==> src/rtl/seven_seg_scan.sv <==
// Multiplexed common-anode seven-segment driver: per-digit dwell scan with
// double-buffered value/dp/blank, leading-zero suppression and a frame-done pulse.
module seven_seg_scan #(
  parameter int unsigned NUM_DIGITS  = 4,
  parameter int unsigned DIGIT_TICKS = 200000
) (
  input  logic                    CLK,
  input  logic                    RST,
  input  logic                    en,
  input  logic [4*NUM_DIGITS-1:0] value,
  input  logic [NUM_DIGITS-1:0]   dp,
  input  logic [NUM_DIGITS-1:0]   blank,
  input  logic                    load,
  input  logic                    lz_suppress,
  output logic [NUM_DIGITS-1:0]   an,
  output logic [6:0]              seg,
  output logic                    dp_n,
  output logic                    frame_done
);

  localparam int unsigned IW = (NUM_DIGITS > 1) ? $clog2(NUM_DIGITS) : 1;
  localparam int unsigned TW = $clog2(DIGIT_TICKS);

  logic [TW-1:0]           r_tick;
  logic [IW-1:0]           r_idx;
  logic [4*NUM_DIGITS-1:0] r_pend_value;
  logic [NUM_DIGITS-1:0]   r_pend_dp;
  logic [NUM_DIGITS-1:0]   r_pend_blank;
  logic                    r_pend_valid;
  logic [4*NUM_DIGITS-1:0] r_sh_value;
  logic [NUM_DIGITS-1:0]   r_sh_dp;
  logic [NUM_DIGITS-1:0]   r_sh_blank;
  logic [NUM_DIGITS-1:0]   r_an;
  logic [6:0]              r_seg;
  logic                    r_dp_n;
  logic                    r_frame_done;

  logic                    w_tick_last;
  logic                    w_idx_last;
  logic                    w_wrap;
  logic                    w_apply;
  logic [NUM_DIGITS-1:0]   w_dark;
  logic [NUM_DIGITS-1:0]   w_an;
  logic [3:0]              w_nib;
  logic                    w_sel_dark;
  logic                    w_sel_dp;

  function automatic logic [6:0] f_seg(input logic [3:0] n);
    case (n)
      4'h0: f_seg = 7'h40;
      4'h1: f_seg = 7'h79;
      4'h2: f_seg = 7'h24;
      4'h3: f_seg = 7'h30;
      4'h4: f_seg = 7'h19;
      4'h5: f_seg = 7'h12;
      4'h6: f_seg = 7'h02;
      4'h7: f_seg = 7'h78;
      4'h8: f_seg = 7'h00;
      4'h9: f_seg = 7'h10;
      4'hA: f_seg = 7'h08;
      4'hB: f_seg = 7'h03;
      4'hC: f_seg = 7'h46;
      4'hD: f_seg = 7'h21;
      4'hE: f_seg = 7'h06;
      default: f_seg = 7'h0E;
    endcase
  endfunction

  always_comb begin : comb_decode
    logic v_zero_run;
    w_tick_last = (r_tick == TW'(DIGIT_TICKS - 1));
    w_idx_last  = (r_idx == IW'(NUM_DIGITS - 1));
    w_wrap      = en && w_tick_last && w_idx_last;
    w_apply     = r_pend_valid && (w_wrap || !en);
    // Walk from the most significant digit down so each digit knows whether
    // it and everything above it is zero.
    v_zero_run = 1'b1;
    w_dark     = '0;
    for (int unsigned k = 0; k < NUM_DIGITS; k++) begin
      v_zero_run = v_zero_run & (r_sh_value[4*(NUM_DIGITS-1-k) +: 4] == 4'h0);
      w_dark[NUM_DIGITS-1-k] = r_sh_blank[NUM_DIGITS-1-k] |
                               (lz_suppress & (k != NUM_DIGITS - 1) & v_zero_run);
    end
    w_nib      = '0;
    w_sel_dark = 1'b1;
    w_sel_dp   = 1'b0;
    w_an       = '1;
    for (int unsigned i = 0; i < NUM_DIGITS; i++) begin
      if (r_idx == IW'(i)) begin
        w_nib      = r_sh_value[4*i +: 4];
        w_sel_dark = w_dark[i];
        w_sel_dp   = r_sh_dp[i];
        w_an[i]    = w_dark[i];
      end
    end
  end

  always_ff @(posedge CLK) begin
    if (RST) begin
      r_tick       <= '0;
      r_idx        <= '0;
      r_pend_value <= '0;
      r_pend_dp    <= '0;
      r_pend_blank <= '0;
      r_pend_valid <= 1'b0;
      r_sh_value   <= '0;
      r_sh_dp      <= '0;
      r_sh_blank   <= '1;
      r_an         <= '1;
      r_seg        <= '1;
      r_dp_n       <= 1'b1;
      r_frame_done <= 1'b0;
    end else begin
      if (!en) begin
        r_tick       <= '0;
        r_idx        <= '0;
        r_an         <= '1;
        r_seg        <= '1;
        r_dp_n       <= 1'b1;
        r_frame_done <= 1'b0;
      end else begin
        if (w_tick_last) begin
          r_tick <= '0;
          r_idx  <= w_idx_last ? '0 : r_idx + IW'(1);
        end else begin
          r_tick <= r_tick + TW'(1);
        end
        r_an         <= w_an;
        r_seg        <= w_sel_dark ? 7'h7F : f_seg(w_nib);
        r_dp_n       <= w_sel_dark | ~w_sel_dp;
        r_frame_done <= w_wrap;
      end

      // A load landing on the wrap bypasses the pending buffer so it shows
      // in the frame that starts now.
      if (w_apply) begin
        r_sh_value   <= r_pend_value;
        r_sh_dp      <= r_pend_dp;
        r_sh_blank   <= r_pend_blank;
        r_pend_valid <= 1'b0;
      end
      if (load) begin
        if (w_wrap) begin
          r_sh_value   <= value;
          r_sh_dp      <= dp;
          r_sh_blank   <= blank;
          r_pend_valid <= 1'b0;
        end else begin
          r_pend_value <= value;
          r_pend_dp    <= dp;
          r_pend_blank <= blank;
          r_pend_valid <= 1'b1;
        end
      end
    end
  end

  assign an         = r_an;
  assign seg        = r_seg;
  assign dp_n       = r_dp_n;
  assign frame_done = r_frame_done;

endmodule

==> config.mk <==
export PLATFORM = sky130hd
export DESIGN_NAME = seven_seg_scan
export DESIGN_NICKNAME = d
export VERILOG_FILES = /design/src/rtl/seven_seg_scan.sv
export SDC_FILE = /design/constraint.sdc
export NUM_CORES = 1
export LEC_CHECK = 0
export BUFFER_PORTS_ARGS = -buffer_cell sky130_fd_sc_hd__buf_4
export CAP_MARGIN = 0
export CORE_MARGIN = 1
export CORE_UTILIZATION = 52
export CTS_CLUSTER_SIZE = 16
export DETAILED_ROUTE_END_ITERATION = 8
export GPL_TIMING_DRIVEN = 0
export PLACE_DENSITY_LB_ADDON = 0.1
export SETUP_SLACK_MARGIN = 0.5
export SLEW_MARGIN = 30
export SYNTH_ARGS = -nofsm -noshare
export SYNTH_HDL_FRONTEND = slang
export SYNTH_SLANG_ARGS = --single-unit
export TNS_END_PERCENT = 30
==> constraint.sdc <==
create_clock -name CLK -period 2.4 [get_ports CLK]
set_clock_uncertainty 0.2 [all_clocks]
set_input_delay 0.6 -clock CLK [delete_from_list [all_inputs] [get_ports CLK]]
set_output_delay 0.6 -clock CLK [all_outputs]
set_load 0.1 [all_outputs]
==> results.md, run 1 <==
- Status: finished clean
- Final WS setup: 0.1190 ns
- Vias in the first global route: 3409
- Syn_nets: 441
- Placement Setup Slack: -0.02190 ns
- Final cell count without fillers: 610
- Critical Path Fanout Max: 8
- Initial Util: 54.03%
- Drt via density: 5.456
- Clock root buffer: clkbuf_8
- CP max stage cell: dfxtp_4
- # setup viols final: 0
- P&R area growth vs syn: 45.59%
- Mapped Avg Cell Area: 9.205 um2
- Synth cell types: 48
- Synthesized area: 3691 um2
- Placed Cells incl. Taps: 538
- Final Routed Wirelength: 10470 um
- Die footprint: 7439 um2
- Delay-heaviest family, CP: compound AO/OA/AOI/OAI gates
- Synth area leaders: dfxtp_1, mux2i_1, nor2_1, nand2_1, ha_1
- Asr flop ratio synth: 0%
- Share of cells above drive strength 1: 35.60%
- Max incr delay on CP: 0.40 ns
- Core footprint: 6832 um2
- DRT Pass-1 Iters: 4
- CTS sink count: 82
- Synth Area in Compound Gates: 10.17%
- Worst path depth: 9
- Max_slew headroom: 61.21%
- Mapped Cells: 401
- Clock buffer depth: 2
- Initial antenna violation count: 0
- Hold depth: 3
- Synth top cells by count: dfxtp_1, nor2_1, nand2_1
- Synth Area in Simple Gates: 20.27%
- First-pass GRT wire length: 16770 um
- DIE HEIGHT: 86.25 um
- Final core occ: 78.66%
- Synth top area share: 44.47%
- Clock latency at the later pin of the worst-skew pair: 0.36 ns
- Die W: 86.25 um
- Yosys reg bits: 82
- Warning count from the yosys run: 0
- GPL Wtd Cong: 0.8198
- Worst path cell trace: inv_4 -> ha_4 -> clkbuf_8 -> o211ai_1 -> nand2_4 -> inv_4 -> ha_4 -> inv_2 -> a221o_1
- Slew Limit Fails: 0
- Startpoint types: flip-flop
- Worst R2R End: seg[2]
- Final Hold Vio Count: 0
- Drt drc: 0
- Worst-path clk slew: 0.09 ns
- Max cap viols: 0
- Final ANT Viol Nets: 0
- CP startpoint: r_idx[1]
- Largest family of logic cells by synthesized area: simple AND/OR/NAND/NOR gates
- Buf/Inv on CP: 4
- VDD IR-drop max: 0.0003990 V
- Setup slack, reg-to-reg: 0.12 ns
- EDFF count, synth: 0
- F_max: 438.4 MHz
- Power per cell area: 530.4 nW/um2
- Num ports: 42
- Congestion Overflow GR: 0
- Count leader, synth: dfxtp_1
- WL/cell: 17.16 um
- Layout fillers: 436
- Slew @ Worst Pin: 0.5819 ns
- Final Critical Period: 2.281 ns
- Multiplexer area fraction after synthesis: 13.59%
- Post-synthesis sequential area ratio: 44.47%
- Synth Area in XOR/XNOR: 3.797%
- Crit path kind: reg -> reg
- Main synth FF type: dfxtp_1
- Worst EP required: 2.46 ns
- CTS tree: done
- Hold Path Sink: r_sh_value[1]
- HPWL after detailed placement: 5709 um
- Yosys top cell by area: dfxtp_1
- Port-buffer cells: 41
- TritonCTS buffer count: 9
- Hold/Removal Path Class: in -> reg
- Fin crit share: 95.04%
- DR iter-0 viols: 156
- CTS H-tree lvls: 3
- FP Rows: 30
- FF-to-FF Start: r_idx[1]
- Lkg Pwr: 2.151 nW
- Pin count of the biggest net entering global routing: 15
- Number of diodes: 0
- Tot GR Track Use: 29.61%
- # hold bufs at CTS: 0
- RSZ-0062 raised after global routing: yes
- Arrival @ worst endpoint: 2.34 ns
- Final nets: 549
- Post-Synth Adder-Cell Area: 3.729%
- Setup crit end kind: flip-flop
- Via count: 3328
- Hold Startpoint: value[1]
- Placed cell area: 4179 um2
- R2R cell count: 9
- Cell area after layout: 5374 um2
- Final Power: 2.850 mW
-- registers in the layout, indices dropped and copies added (netlist names) --
register      count
r_sh_blank        4
an                4
r_sh_dp           4
seg               7
dp_n              1
r_tick           18
r_pend_valid      1
r_pend_value     16
r_pend_blank      4
r_pend_dp         4
r_idx             2
frame_done        1
r_sh_value       16
-- worst max-delay path by stage --
stage                            endpoint  slack, ns
final                              seg[2]       0.12
after global routing               seg[5]       0.06
after CTS                 r_pend_value[7]       0.20
after detailed placement   r_sh_value[13]      -0.02
after global placement     r_sh_value[12]     -0.007
after floorplan           r_pend_blank[1]       0.32
-- worst min-delay path: stages --
cell and delay, ns:
buf_4 0.08, nand2_1 0.04, o21ai_1 0.05
-- final cells by class --
class / instances / area, um2 / share of cell area [%]
Buffer: 18 / 203.9 / 3.795
Clock inverter: 6 / 90.09 / 1.676
Clock buffer: 10 / 127.6 / 2.375
Tap cell: 96 / 120.1 / 2.235
Multi-Input combinational cell: 293 / 2233 / 41.56
Inverter: 8 / 42.54 / 0.7916
Timing Repair Buffer: 97 / 904.6 / 16.83
Sequential cell: 82 / 1652 / 30.73
-- layer usage --
layer	track usage, %	vias up	part of all wire [%]
met3	5.333	40	4.8
met4	17.88	0	4.3
met2	51.30	112	50
met5	0	-	0
met1	34.05	1581	41
li1	-	1595	-
-- what timing repair did --
action                     4_1_cts  5_1_grt
gates cloned                     6        0
buffers inserted                46        4
gates resized for setup         93       11
pin swaps                       24        9
setup endpoints to repair       66       69
-- stage by stage --
| step | setup TNS, ns | hold WS, ns |
|---|---|---|
| detailed placement | -0.03024 | 0.2471 |
| CTS | 0 | 0.2407 |
| floorplan | 0 | 0.2281 |
| global placement | -0.01417 | 0.2449 |
| finish | 0 | 0.2384 |
| global route | 0 | 0.2520 |
-- layout by cell type (no fill, tap or decap), drive strengths merged, types with 5 or more instances in the layout --
cell type    n
o211ai       5
xor2        12
nand3        7
buf        101
nor2        61
nor3         6
mux2i       49
ha          11
a21oi        7
nand2       51
inv          9
dfxtp       82
o21ai       28
clkbuf      24
-- power by group --
group          internal [mW]  switching [mW]
clock network          0.590           0.531
logic                  0.159           0.147
registers               1.40          0.0271
-- cell families (layout without fill, tap and decap cells) --
group                    count (synthesis)  count (layout)
XOR/XNOR                                16              16
AO/OA/AOI/OAI                           57              57
flip-flops                              82              82
AND/OR/NAND/NOR                        159             159
adder cells (fa/ha/maj)                 11              11
buffers and inverters                   26             139
multiplexers                            50              50
No activity file was read; power rests on OpenSTA's default activity.
==> inputs of run 2 (changes only) <==
- CELL_PAD_IN_SITES_DETAIL_PLACEMENT: unset -> 2
- CELL_PAD_IN_SITES_GLOBAL_PLACEMENT: unset -> 2
- CORE_UTILIZATION: 52 -> 32
==> run 2 against run 1 <==
Against the previous run: via count shrank 0.84%; sequential power is essentially flat; total power grew 8.7%; critical path depth shrank 4; clock power grew 22%; largest cell class unchanged; global-route usage shrank 6.1 points; wire length grew 24%; critical path type is now in -> reg; utilization shrank 30 points; sequential share of layout area grew 0.18 points; register-to-register slack is essentially flat.
==> results.md, run 2 (synthesis results as in run 1) <==
- CTS sink count: 82 (unchanged)
- Share of cells above drive strength 1: 33.99% (was 35.60%)
- Crit path kind: in -> reg (was reg -> reg)
- Clock buffer depth: 2 (unchanged)
- Combinational power share: 9.7% (was 10.7%)
- FF-to-FF Start: r_idx[0] (was r_idx[1])
- Drt drc: 0 (unchanged)
- Port-buffer cells: 41 (unchanged)
- Switching Share: 24.20% (was 24.72%)
- Pin count of the biggest net entering global routing: 14 (was 15)
- WL/cell: 20.02 um (was 17.16 um)
- First-pass GRT wire length: 20400 um (was 16770 um)
- Final ANT Viol Nets: 0 (unchanged)
- Leading cell type in the layout, fill and taps excluded: dfxtp_1 (unchanged)
- VDD IR-drop max: 0.0005302 V (was 0.0003990 V)
- DR iter-0 viols: 106 (was 156)
- Final nets: 541 (was 549)
- Number of diodes: 0 (unchanged)
- Worst R2R End: seg[4] (was seg[2])
- Max incr delay on CP: 0.67 ns (was 0.40 ns)
- Max cap viols: 0 (unchanged)
- Clock power frac: 44.3% (was 39.3%)
- CTS tree: done (unchanged)
- Layout fillers: 1167 (was 436)
- Power per cell area: 579.2 nW/um2 (was 530.4 nW/um2)
- Slew @ Worst Pin: 0.8270 ns (was 0.5819 ns)
- Fin crit share: 96.38% (was 95.04%)
- Worst EP required: 2.44 ns (was 2.46 ns)
- Initial antenna violation count: 0 (unchanged)
- Die W: 109.4 um (was 86.25 um)
- Initial Util: 33.46% (was 54.03%)
- TritonCTS buffer count: 9 (unchanged)
- Slew Limit Fails: 0 (unchanged)
- Worst path cell trace: buf_4 -> nor2b_1 -> nand2_1 -> a211o_4 -> a221o_1 (was inv_4 -> ha_4 -> clkbuf_8 -> o211ai_1 -> nand2_4 -> inv_4 -> ha_4 -> inv_2 -> a221o_1)
- Setup slack, reg-to-reg: 0.11 ns (was 0.12 ns)
- Arrival @ worst endpoint: 2.35 ns (was 2.34 ns)
- DRT Pass-1 Iters: 4 (unchanged)
- Commonest cells after routing, fill and taps aside: dfxtp_1, buf_4, nor2_1 (unchanged)
- Hold Path Sink: r_sh_value[0] (was r_sh_value[1])
- Buf/Inv on CP: 1 (was 4)
- Lkg Pwr: 2.162 nW (was 2.151 nW)
- Startpoint types: input port (was flip-flop)
- Worst-path clk slew: 0.06 ns (was 0.09 ns)
- FP Rows: 38 (was 30)
- Final Critical Period: 2.313 ns (was 2.281 ns)
- Clock latency at the later pin of the worst-skew pair: 0.35 ns (was 0.36 ns)
- Biggest registers after layout: r_tick x18, r_pend_value x16, r_sh_value x16 (unchanged)
- Die footprint: 11970 um2 (was 7439 um2)
- Seq pwr share: 45.9% (was 50.0%)
- Max_slew headroom: 44.75% (was 61.21%)
- DIE HEIGHT: 109.4 um (was 86.25 um)
- Hold depth: 3 (unchanged)
- CP max stage cell: nor2b_1 (was dfxtp_4)
- HPWL after detailed placement: 7661 um (was 5709 um)
- Vias in the first global route: 3724 (was 3409)
- Hold Startpoint: value[0] (was value[1])
- # hold bufs at CTS: 0 (unchanged)
- Status: finished clean (unchanged)
- Core footprint: 11030 um2 (was 6832 um2)
- Congestion Overflow GR: 0 (unchanged)
- Via count: 3300 (was 3328)
- CTS H-tree lvls: 3 (unchanged)
- Final Routed Wirelength: 12930 um (was 10470 um)
- Critical Path Fanout Max: 8 (unchanged)
- Final Hold Vio Count: 0 (unchanged)
- Internal power: 2.350 mW (was 2.146 mW)
- Final cell count without fillers: 646 (was 610)
- Drt via density: 5.108 (was 5.456)
- Clock root buffer: clkbuf_16 (was clkbuf_8)
- Hold/Removal Path Class: in -> reg (unchanged)
- Largest Register: r_tick (unchanged)
- Hold_ws: 0.2520 ns (was 0.2384 ns)
- GPL Wtd Cong: 0.7652 (was 0.8198)
- F_max: 432.3 MHz (was 438.4 MHz)
- Final Power: 3.100 mW (was 2.850 mW)
- RSZ-0062 raised after global routing: yes (unchanged)
- Sw Pwr: 0.7501 mW (was 0.7046 mW)
- Placed Cells incl. Taps: 582 (was 538)
- P&R area growth vs syn: 44.98% (was 45.59%)
- # setup viols final: 0 (unchanged)
- Tot GR Track Use: 23.52% (was 29.61%)
- R2R cell count: 10 (was 9)
- Setup crit end kind: flip-flop (unchanged)
- Max reg flops: 18 (unchanged)
- CP startpoint: en (was r_idx[1])
- Final core occ: 48.51% (was 78.66%)
- Num ports: 42 (unchanged)
- Delay-heaviest family, CP: simple AND/OR/NAND/NOR gates (was compound AO/OA/AOI/OAI gates)
## run 2: cell types whose count changed in the layout (fill, tap and decap cells not counted), moves of 3 or more
cell,change
clkbuf_16,+9
clkinv_2,+3
mux2i_1,+3
nand2_1,-7
mux2i_4,-3
nand2_2,+5
buf_6,-4
buf_4,-4
clkbuf_8,-7
ha_4,-3
## run 2: layout make-up
cell class                      count  area (um2)  share of cell area (%)
Multi-Input combinational cell    293        2135                   39.89
Sequential cell                    82        1654                   30.91
Clock buffer                       10       229.0                   4.279
Tap cell                          140       175.2                   3.273
Timing Repair Buffer               89       829.5                   15.50
Clock inverter                      6       57.56                   1.076
Buffer                             18       234.0                   4.372
Inverter                            8       37.54                  0.7014
## run 2: what timing repair did
action                                  in CTS  in global routing
endpoints found under the setup margin      66                 71
hold endpoints to repair                     0                  0
gates resized for setup                     87                  8
buffers inserted                            37                  6
cloned                                       5                  0
pin swaps                                   23                  3
## run 2: how the worst max path moves through the flow
stage / cells after the start / slack (ns) / end
after floorplan: 9 / 0.32 / r_pend_blank[1]
after global placement: 9 / -0.15 / r_sh_value[10]
after detailed placement: 9 / -0.19 / r_sh_value[8]
after CTS: 11 / 0.13 / r_pend_dp[2]
after global routing: 10 / -0.02 / r_sh_dp[0]
final: 5 / 0.09 / seg[1]
## run 2: worst register-to-register path: stages (launching register included)
cell and delay (ns):
dfxtp_4 0.37, ha_1 0.21, clkbuf_8 0.16, clkbuf_16 0.17, o21ai_4 0.17, nand2_4 0.12, buf_6 0.16, ha_1 0.17
mux2_2 0.26, nor2_1 0.12, a211o_1 0.11
## run 2: per-stage QoR
stage          area, um2  TNS [ns]  setup slack, ns
6_report            5351         0          0.08692
4_1_cts             5280         0           0.1287
3_3_place_gp        4234    -1.950          -0.1530
3_5_place_dp        4234    -2.485          -0.1938
5_1_grt             5351  -0.03669         -0.02270
2_1_floorplan       3751         0           0.3171
## run 2: metal layers
| metal | wire (um) | GRT usage [%] | vias up | share of wire [%] |
|---|---|---|---|---|
| met5 | 0 | 0 | - | 0 |
| met4 | 289 | 8.286 | 0 | 2.2 |
| met3 | 350 | 6.224 | 21 | 2.7 |
| met2 | 6811 | 42.90 | 51 | 53 |
| met1 | 5480 | 26.18 | 1651 | 42 |
| li1 | - | - | 1577 | - |
## run 2: power by group through the flow
stage	Clock, mW	Sequential (mW)	Combinational, mW
2_1_floorplan	0	1.47	0.122
3_3_place_gp	0	1.45	0.220
6_report	1.37	1.42	0.302
5_1_grt	1.46	1.43	0.325
4_1_cts	1.39	1.42	0.292
3_5_place_dp	0	1.46	0.227
